**config.mk**
```make
export PLATFORM = sky130hd
export DESIGN_NAME = imem_loader
export DESIGN_NICKNAME = d
export VERILOG_FILES = /design/src/rtl/imem_loader.sv
export SDC_FILE = /design/constraint.sdc
export NUM_CORES = 1
export LEC_CHECK = 0
export BUFFER_PORTS_ARGS = -buffer_cell sky130_fd_sc_hd__buf_2
export CAP_MARGIN = 20
export CORE_UTILIZATION = 55
export CTS_CLUSTER_DIAMETER = 150
export CTS_CLUSTER_SIZE = 20
export DETAILED_ROUTE_END_ITERATION = 10
export PLACE_DENSITY = 0.87
export RECOVER_POWER = 100
export SLEW_MARGIN = 0
export SYNTH_ARGS = -nofsm -noshare
export SYNTH_HDL_FRONTEND = slang
export SYNTH_SLANG_ARGS = --single-unit
```
**constraint.sdc**
```tcl
create_clock -name clk -period 2.58 [get_ports clk]
set_input_delay 0.387 -clock clk [delete_from_list [all_inputs] [get_ports clk]]
set_output_delay 0.387 -clock clk [all_outputs]
set_load 0.05 [all_outputs]
```
**src/rtl/imem_loader.sv**
```systemverilog
// imem_loader
//
// Boot-time program loader for the single-cycle RISC-V core. A little-endian
// byte stream arrives over a valid/ready handshake, is packed into 32-bit
// words and written sequentially into instruction memory starting at word
// address 0. The core is held in reset until the requested number of words
// has been written. A running sum of the written words is reported so that
// the host can verify the image.
//
// Handshake: a byte transfers on a rising edge where byte_valid && byte_ready
// are both high. byte_ready is a decode of registered state only, so it
// never depends on byte_valid in the same cycle. The producer holds byte_in
// stable while byte_valid is high and byte_ready is low.
//
// Ports
//   clk          system clock, all state changes on the rising edge
//   reset        synchronous active-high reset
//   start        begin a load (honoured in IDLE and DONE only)
//   len_words    number of words to load, latched when start is accepted
//   byte_in      stream byte
//   byte_valid   byte_in is valid
//   byte_ready   loader accepts a byte this cycle
//   imem_we      instruction-memory write strobe (one cycle per word)
//   imem_addr    instruction-memory word address
//   imem_wdata   assembled instruction word
//   core_reset   reset to the core, released only once the load completes
//   busy         load in progress
//   done         load complete
//   words_loaded words written in the current load
//   checksum     sum mod 2^32 of the words written in the current load

module imem_loader #(
  parameter int ADDR_WIDTH = 8
) (
  input  logic                  clk,
  input  logic                  reset,
  input  logic                  start,
  input  logic [ADDR_WIDTH:0]   len_words,
  input  logic [7:0]            byte_in,
  input  logic                  byte_valid,
  output logic                  byte_ready,
  output logic                  imem_we,
  output logic [ADDR_WIDTH-1:0] imem_addr,
  output logic [31:0]           imem_wdata,
  output logic                  core_reset,
  output logic                  busy,
  output logic                  done,
  output logic [ADDR_WIDTH:0]   words_loaded,
  output logic [31:0]           checksum
);

  // DEPTH expressed in the len_words width: a single 1 above the address bits.
  localparam logic [ADDR_WIDTH:0] DEPTH_W = {1'b1, {ADDR_WIDTH{1'b0}}};

  typedef enum logic [1:0] {
    IDLE  = 2'd0,
    RECV  = 2'd1,
    WRITE = 2'd2,
    DONE  = 2'd3
  } state_t;

  state_t              state;
  state_t              state_next;
  logic [ADDR_WIDTH:0] len;
  logic [ADDR_WIDTH:0] len_next;
  logic [ADDR_WIDTH:0] word_cnt;
  logic [ADDR_WIDTH:0] word_cnt_next;
  logic [ADDR_WIDTH:0] word_cnt_inc;
  logic [1:0]          byte_cnt;
  logic [1:0]          byte_cnt_next;
  logic [31:0]         asm_word;
  logic [31:0]         asm_word_next;
  logic [31:0]         sum;
  logic [31:0]         sum_next;
  logic [ADDR_WIDTH:0] len_clamped;

  // Requests beyond the memory size are clamped so the address never wraps.
  assign len_clamped  = (len_words > DEPTH_W) ? DEPTH_W : len_words;
  assign word_cnt_inc = word_cnt + 1'b1;

  always_ff @(posedge clk) begin
    if (reset) begin
      state    <= IDLE;
      len      <= '0;
      word_cnt <= '0;
      byte_cnt <= '0;
      asm_word <= '0;
      sum      <= '0;
    end else begin
      state    <= state_next;
      len      <= len_next;
      word_cnt <= word_cnt_next;
      byte_cnt <= byte_cnt_next;
      asm_word <= asm_word_next;
      sum      <= sum_next;
    end
  end

  always_comb begin
    state_next    = state;
    len_next      = len;
    word_cnt_next = word_cnt;
    byte_cnt_next = byte_cnt;
    asm_word_next = asm_word;
    sum_next      = sum;

    case (state)
      IDLE, DONE: begin
        if (start) begin
          len_next      = len_clamped;
          word_cnt_next = '0;
          byte_cnt_next = '0;
          asm_word_next = '0;
          sum_next      = '0;
          state_next    = (len_clamped == '0) ? DONE : RECV;
        end
      end

      RECV: begin
        if (byte_valid) begin
          // Little-endian packing: the first byte of a word is the LSB.
          asm_word_next[{byte_cnt, 3'b000} +: 8] = byte_in;
          byte_cnt_next = byte_cnt + 2'd1;
          if (byte_cnt == 2'd3) begin
            state_next = WRITE;
          end
        end
      end

      WRITE: begin
        sum_next      = sum + asm_word;
        word_cnt_next = word_cnt_inc;
        byte_cnt_next = '0;
        state_next    = (word_cnt_inc == len) ? DONE : RECV;
      end

      default: begin
        state_next = IDLE;
      end
    endcase
  end

  // Every output is a decode of registered state.
  assign byte_ready   = (state == RECV);
  assign imem_we      = (state == WRITE);
  assign imem_addr    = word_cnt[ADDR_WIDTH-1:0];
  assign imem_wdata   = asm_word;
  assign core_reset   = (state != DONE);
  assign busy         = (state == RECV) || (state == WRITE);
  assign done         = (state == DONE);
  assign words_loaded = word_cnt;
  assign checksum     = sum;

endmodule

```
==> metrics.log <==
[metrics] mean area per synthesized cell: 8.07 um2
[metrics] clock tree buffer depth: 2
[metrics] smallest setup slack after layout: -0.0294 ns
[metrics] cell count after synthesis: 635
[metrics] clock tree from TritonCTS: built
[metrics] FF-to-FF setup slack: -0.03 ns
[metrics] failing checks: negative setup slack
[metrics] element type at the critical path end: flip-flop
[metrics] Yosys warning count: 0
[metrics] clock skew: 0.0215 ns
[metrics] Seq cells post-synth: 86
[metrics] Final period util: 1.01
[metrics] leakage power total: 2.84 nW
[metrics] power density of the placed cells: 585 nW/um2
[metrics] RSZ-0062 raised after global routing: yes
[metrics] count of standard-cell rows: 34
[metrics] start point of the worst min-delay path: byte_in[6]
[metrics] async set or reset register ratio after synthesis: 0
[metrics] final max-slew violation count: 0
[metrics] TritonCTS sink count: 86
[metrics] average detailed-routed wire length per instance: 18.1 um
[metrics] Design Power: 0.00376 W
[metrics] most used cells in the layout excluding fill and tap cells: sky130_fd_sc_hd__nor2_1 (83), sky130_fd_sc_hd__buf_2 (70), sky130_fd_sc_hd__a21oi_1 (61), sky130_fd_sc_hd__dfxtp_1 (57), sky130_fd_sc_hd__nand2_1 (54)
[metrics] post-route setup TNS: -0.0294 ns
[metrics] total standard cell area after synthesis: 5130 um2
[metrics] number of cells traversed by the worst hold path: 3
[metrics] DRC violation count after routing: 0
[metrics] Initial Util: 0.577
[metrics] share of the synthesized netlist area taken by xor and xnor gates: 0.0615
[metrics] maximum number of pins on one net before global-route repair: 38
[metrics] clock latency of the later-clocked register in the worst-skew pair: 0.37 ns
[metrics] most common cell after layout, fill and taps aside: sky130_fd_sc_hd__nor2_1
[metrics] Cell Count, Final, Fillers Out: 876
[metrics] antenna-violating nets left: 0
[metrics] Post-Synth Adder-Cell Area: 0.102
[metrics] vias per inst: 6.29
[metrics] residual overflow from global routing: 0
[metrics] endpoint required time on the critical path: 2.85 ns
[metrics] via count of the first global-routing pass: 5172
[metrics] fraction of layout instances using a drive strength above 1: 0.270
[metrics] count of max-cap constraint violations: 0
[metrics] synthesized net count: 697
[metrics] aggregate routed wire length: 15.8 mm
[metrics] Tot GR Track Use: 0.309
[metrics] number of inserted filler cells in the final layout: 643
[metrics] TritonCTS Buffers: 9
[metrics] multiplexer fraction of the synthesized cell area: 0
[metrics] Arr. time, crit path: 2.88 ns
[metrics] total area of multi-input combinational cells: 3420 um2
[metrics] sum of net half-perimeters after detailed placement: 10.8 mm
[metrics] Worst VDD drop: 0.000865 V
[metrics] transition at the pin with the smallest max-transition slack: 0.890 ns
[metrics] time the final worst path needs with I/O delays and setup: 2.61 ns
[metrics] beginning of the worst register-to-register path: imem_wdata[19]
[metrics] worst hold path class: in -> reg
[metrics] largest family of logic cells by synthesized area: compound AO/OA/AOI/OAI gates
[metrics] count of flip-flops with a built-in enable after synthesis: 0
[metrics] headroom to the max-slew limit: 0.406
[metrics] htree depth: 3
[metrics] number of antenna violations at the first check in global routing: 0
[metrics] violation count after the first detailed-routing iteration: 480
[metrics] area of the core: 8890 um2
[metrics] number of detailed-routing iterations run before antenna repair: 6
[metrics] Worst Setup Start Kind: flip-flop
[metrics] top-level I/O count: 107
[metrics] compound-cell area share of the yosys netlist: 0.254
[metrics] Nets: 825
[metrics] Critical Path Start: imem_wdata[19]
[metrics] top flip-flop cell by instance count after synthesis: sky130_fd_sc_hd__dfxtp_1
[metrics] Clock Pin Slew Worst Setup and Hold Paths: 0.10 ns
[metrics] logic depth of the worst register-to-register path: 11
[metrics] Area Overhead vs Synth: 25.2%
[metrics] result of the run: finished, violations left
[metrics] synthesized-area fraction occupied by and/or/nand/nor cells: 0.201
[metrics] pre-CTS setup slack: -0.133 ns
[metrics] die width: 98.6 um
[metrics] overall die area: 9710 um2
[metrics] CP Max Fanout: 5
[metrics] number of hold violations in the final report: 0
[metrics] Reg-to-Reg End: checksum[30]
[metrics] die outline height: 98.6 um
[metrics] fraction of the yosys area taken by sequential cells: 0.336
[metrics] Synth cell types: 56
[metrics] Post-Place Cells: 845
[metrics] via count of the routed design: 5511
[metrics] IO Port Bufs: 106
[metrics] footprint of the flip-flops and latches: 1770 um2
[metrics] RePlAce Congestion: 0.913
[metrics] root buffer cell: sky130_fd_sc_hd__clkbuf_8
[metrics] end point of the most critical hold path: imem_wdata[6]
[metrics] number of diodes: 0
[metrics] first-pass GRT wire length: 24.4 mm
[metrics] critical path class: reg -> reg
[metrics] final setup vio count: 1
[metrics] max frequency: 0.383 GHz
==> per-stage QoR <==
step,utilization,area [um2],hold WS (ns)
after floorplan,-,5160,0.465
after CTS,0.691,6140,0.322
final,0.722,6420,0.331
after global placement,0.662,5890,0.449
after global routing,0.722,6420,0.333
after detailed placement,0.662,5890,0.459
==> synthesized netlist by cell type, types with 4 or more instances <==
cell	n	area (um2)
sky130_fd_sc_hd__o21ai_0	20	100
sky130_fd_sc_hd__xor2_1	13	114
sky130_fd_sc_hd__nand4_1	9	56.3
sky130_fd_sc_hd__ha_1	40	500
sky130_fd_sc_hd__nand3_1	27	135
sky130_fd_sc_hd__and3_1	5	31.3
sky130_fd_sc_hd__buf_4	8	60.1
sky130_fd_sc_hd__a21o_1	18	135
sky130_fd_sc_hd__nand2_1	57	214
sky130_fd_sc_hd__nor3b_1	8	60.1
sky130_fd_sc_hd__inv_1	17	63.8
sky130_fd_sc_hd__o21ai_1	7	35.0
sky130_fd_sc_hd__dfxtp_1	86	1720
sky130_fd_sc_hd__a21oi_1	68	340
sky130_fd_sc_hd__nand2b_1	5	31.3
sky130_fd_sc_hd__xnor2_1	23	201
sky130_fd_sc_hd__a21oi_2	4	35.0
sky130_fd_sc_hd__nor2_1	83	312
sky130_fd_sc_hd__a22oi_1	26	195
sky130_fd_sc_hd__nor3_1	13	65.1
sky130_fd_sc_hd__clkbuf_1	22	82.6
sky130_fd_sc_hd__a22o_1	18	158
==> critical path, stage by stage (launching register included) <==
cell and delay (ns):
sky130_fd_sc_hd__dfxtp_2 0.35, sky130_fd_sc_hd__ha_1 0.31, sky130_fd_sc_hd__buf_4 0.17, sky130_fd_sc_hd__a21oi_1 0.25, sky130_fd_sc_hd__o21ai_0 0.23, sky130_fd_sc_hd__a21o_1 0.22, sky130_fd_sc_hd__a21oi_1 0.20, sky130_fd_sc_hd__o21ai_2 0.11
sky130_fd_sc_hd__a211oi_2 0.20, sky130_fd_sc_hd__o21bai_1 0.11, sky130_fd_sc_hd__xor2_1 0.16, sky130_fd_sc_hd__a22o_1 0.20
==> registers in the layout, indices dropped and copies added, names as in the netlist <==
| signal | cells |
|---|---|
| state | 2 |
| imem_wdata | 32 |
| len | 9 |
| checksum | 32 |
| words_loaded | 9 |
| byte_cnt | 2 |
==> how the worst max path moves through the flow <==
stage,to,slack [ns]
2_1_floorplan,checksum[31],0.001
3_3_place_gp,checksum[29],-0.002
3_5_place_dp,checksum[25],-0.13
4_1_cts,checksum[31],-0.04
5_1_grt,checksum[24],-0.12
6_report,checksum[30],-0.03
==> power breakdown <==
group / leakage (nW) / internal [W] / switching [W]
combinational: 2.03 / 0.000337 / 0.000940
sequential: 0.710 / 0.00139 / 0.0000732
clock: 0.102 / 0.000462 / 0.000551
==> logic make-up after synthesis <==
group / Yosys count
AND/OR/NAND/NOR: 225
AO/OA/AOI/OAI: 195
flip-flops: 86
buffers and inverters: 52
adder cells (fa/ha/maj): 41
XOR/XNOR: 36
==> per-layer routing <==
layer | up-vias | share of wire | global-route usage
met3 | 73 | 0.089 | 0.0582
met1 | 2561 | 0.41 | 0.390
met2 | 347 | 0.47 | 0.511
li1 | 2530 | - | -
met5 | - | 0 | 0
met4 | 0 | 0.039 | 0.146
==> final cells by class <==
cell class | instances | area share
well taps | 108 | 0.0210
clock buffers | 9 | 0.0193
clock inverters | 7 | 0.0125
flip-flops and latches | 86 | 0.275
multi-input cells | 497 | 0.532
repair buffers | 152 | 0.129
inverters | 17 | 0.00994
==> timing repair <==
item | in CTS | in global routing
endpoints found under the hold margin | 0 | 0
pin swaps | 3 | 32
hold buffers | 0 | 0
buffers inserted | 2 | 13
gates resized for setup | 6 | 42
setup endpoints to repair | 8 | 13
(Power assumes the default switching activity.)
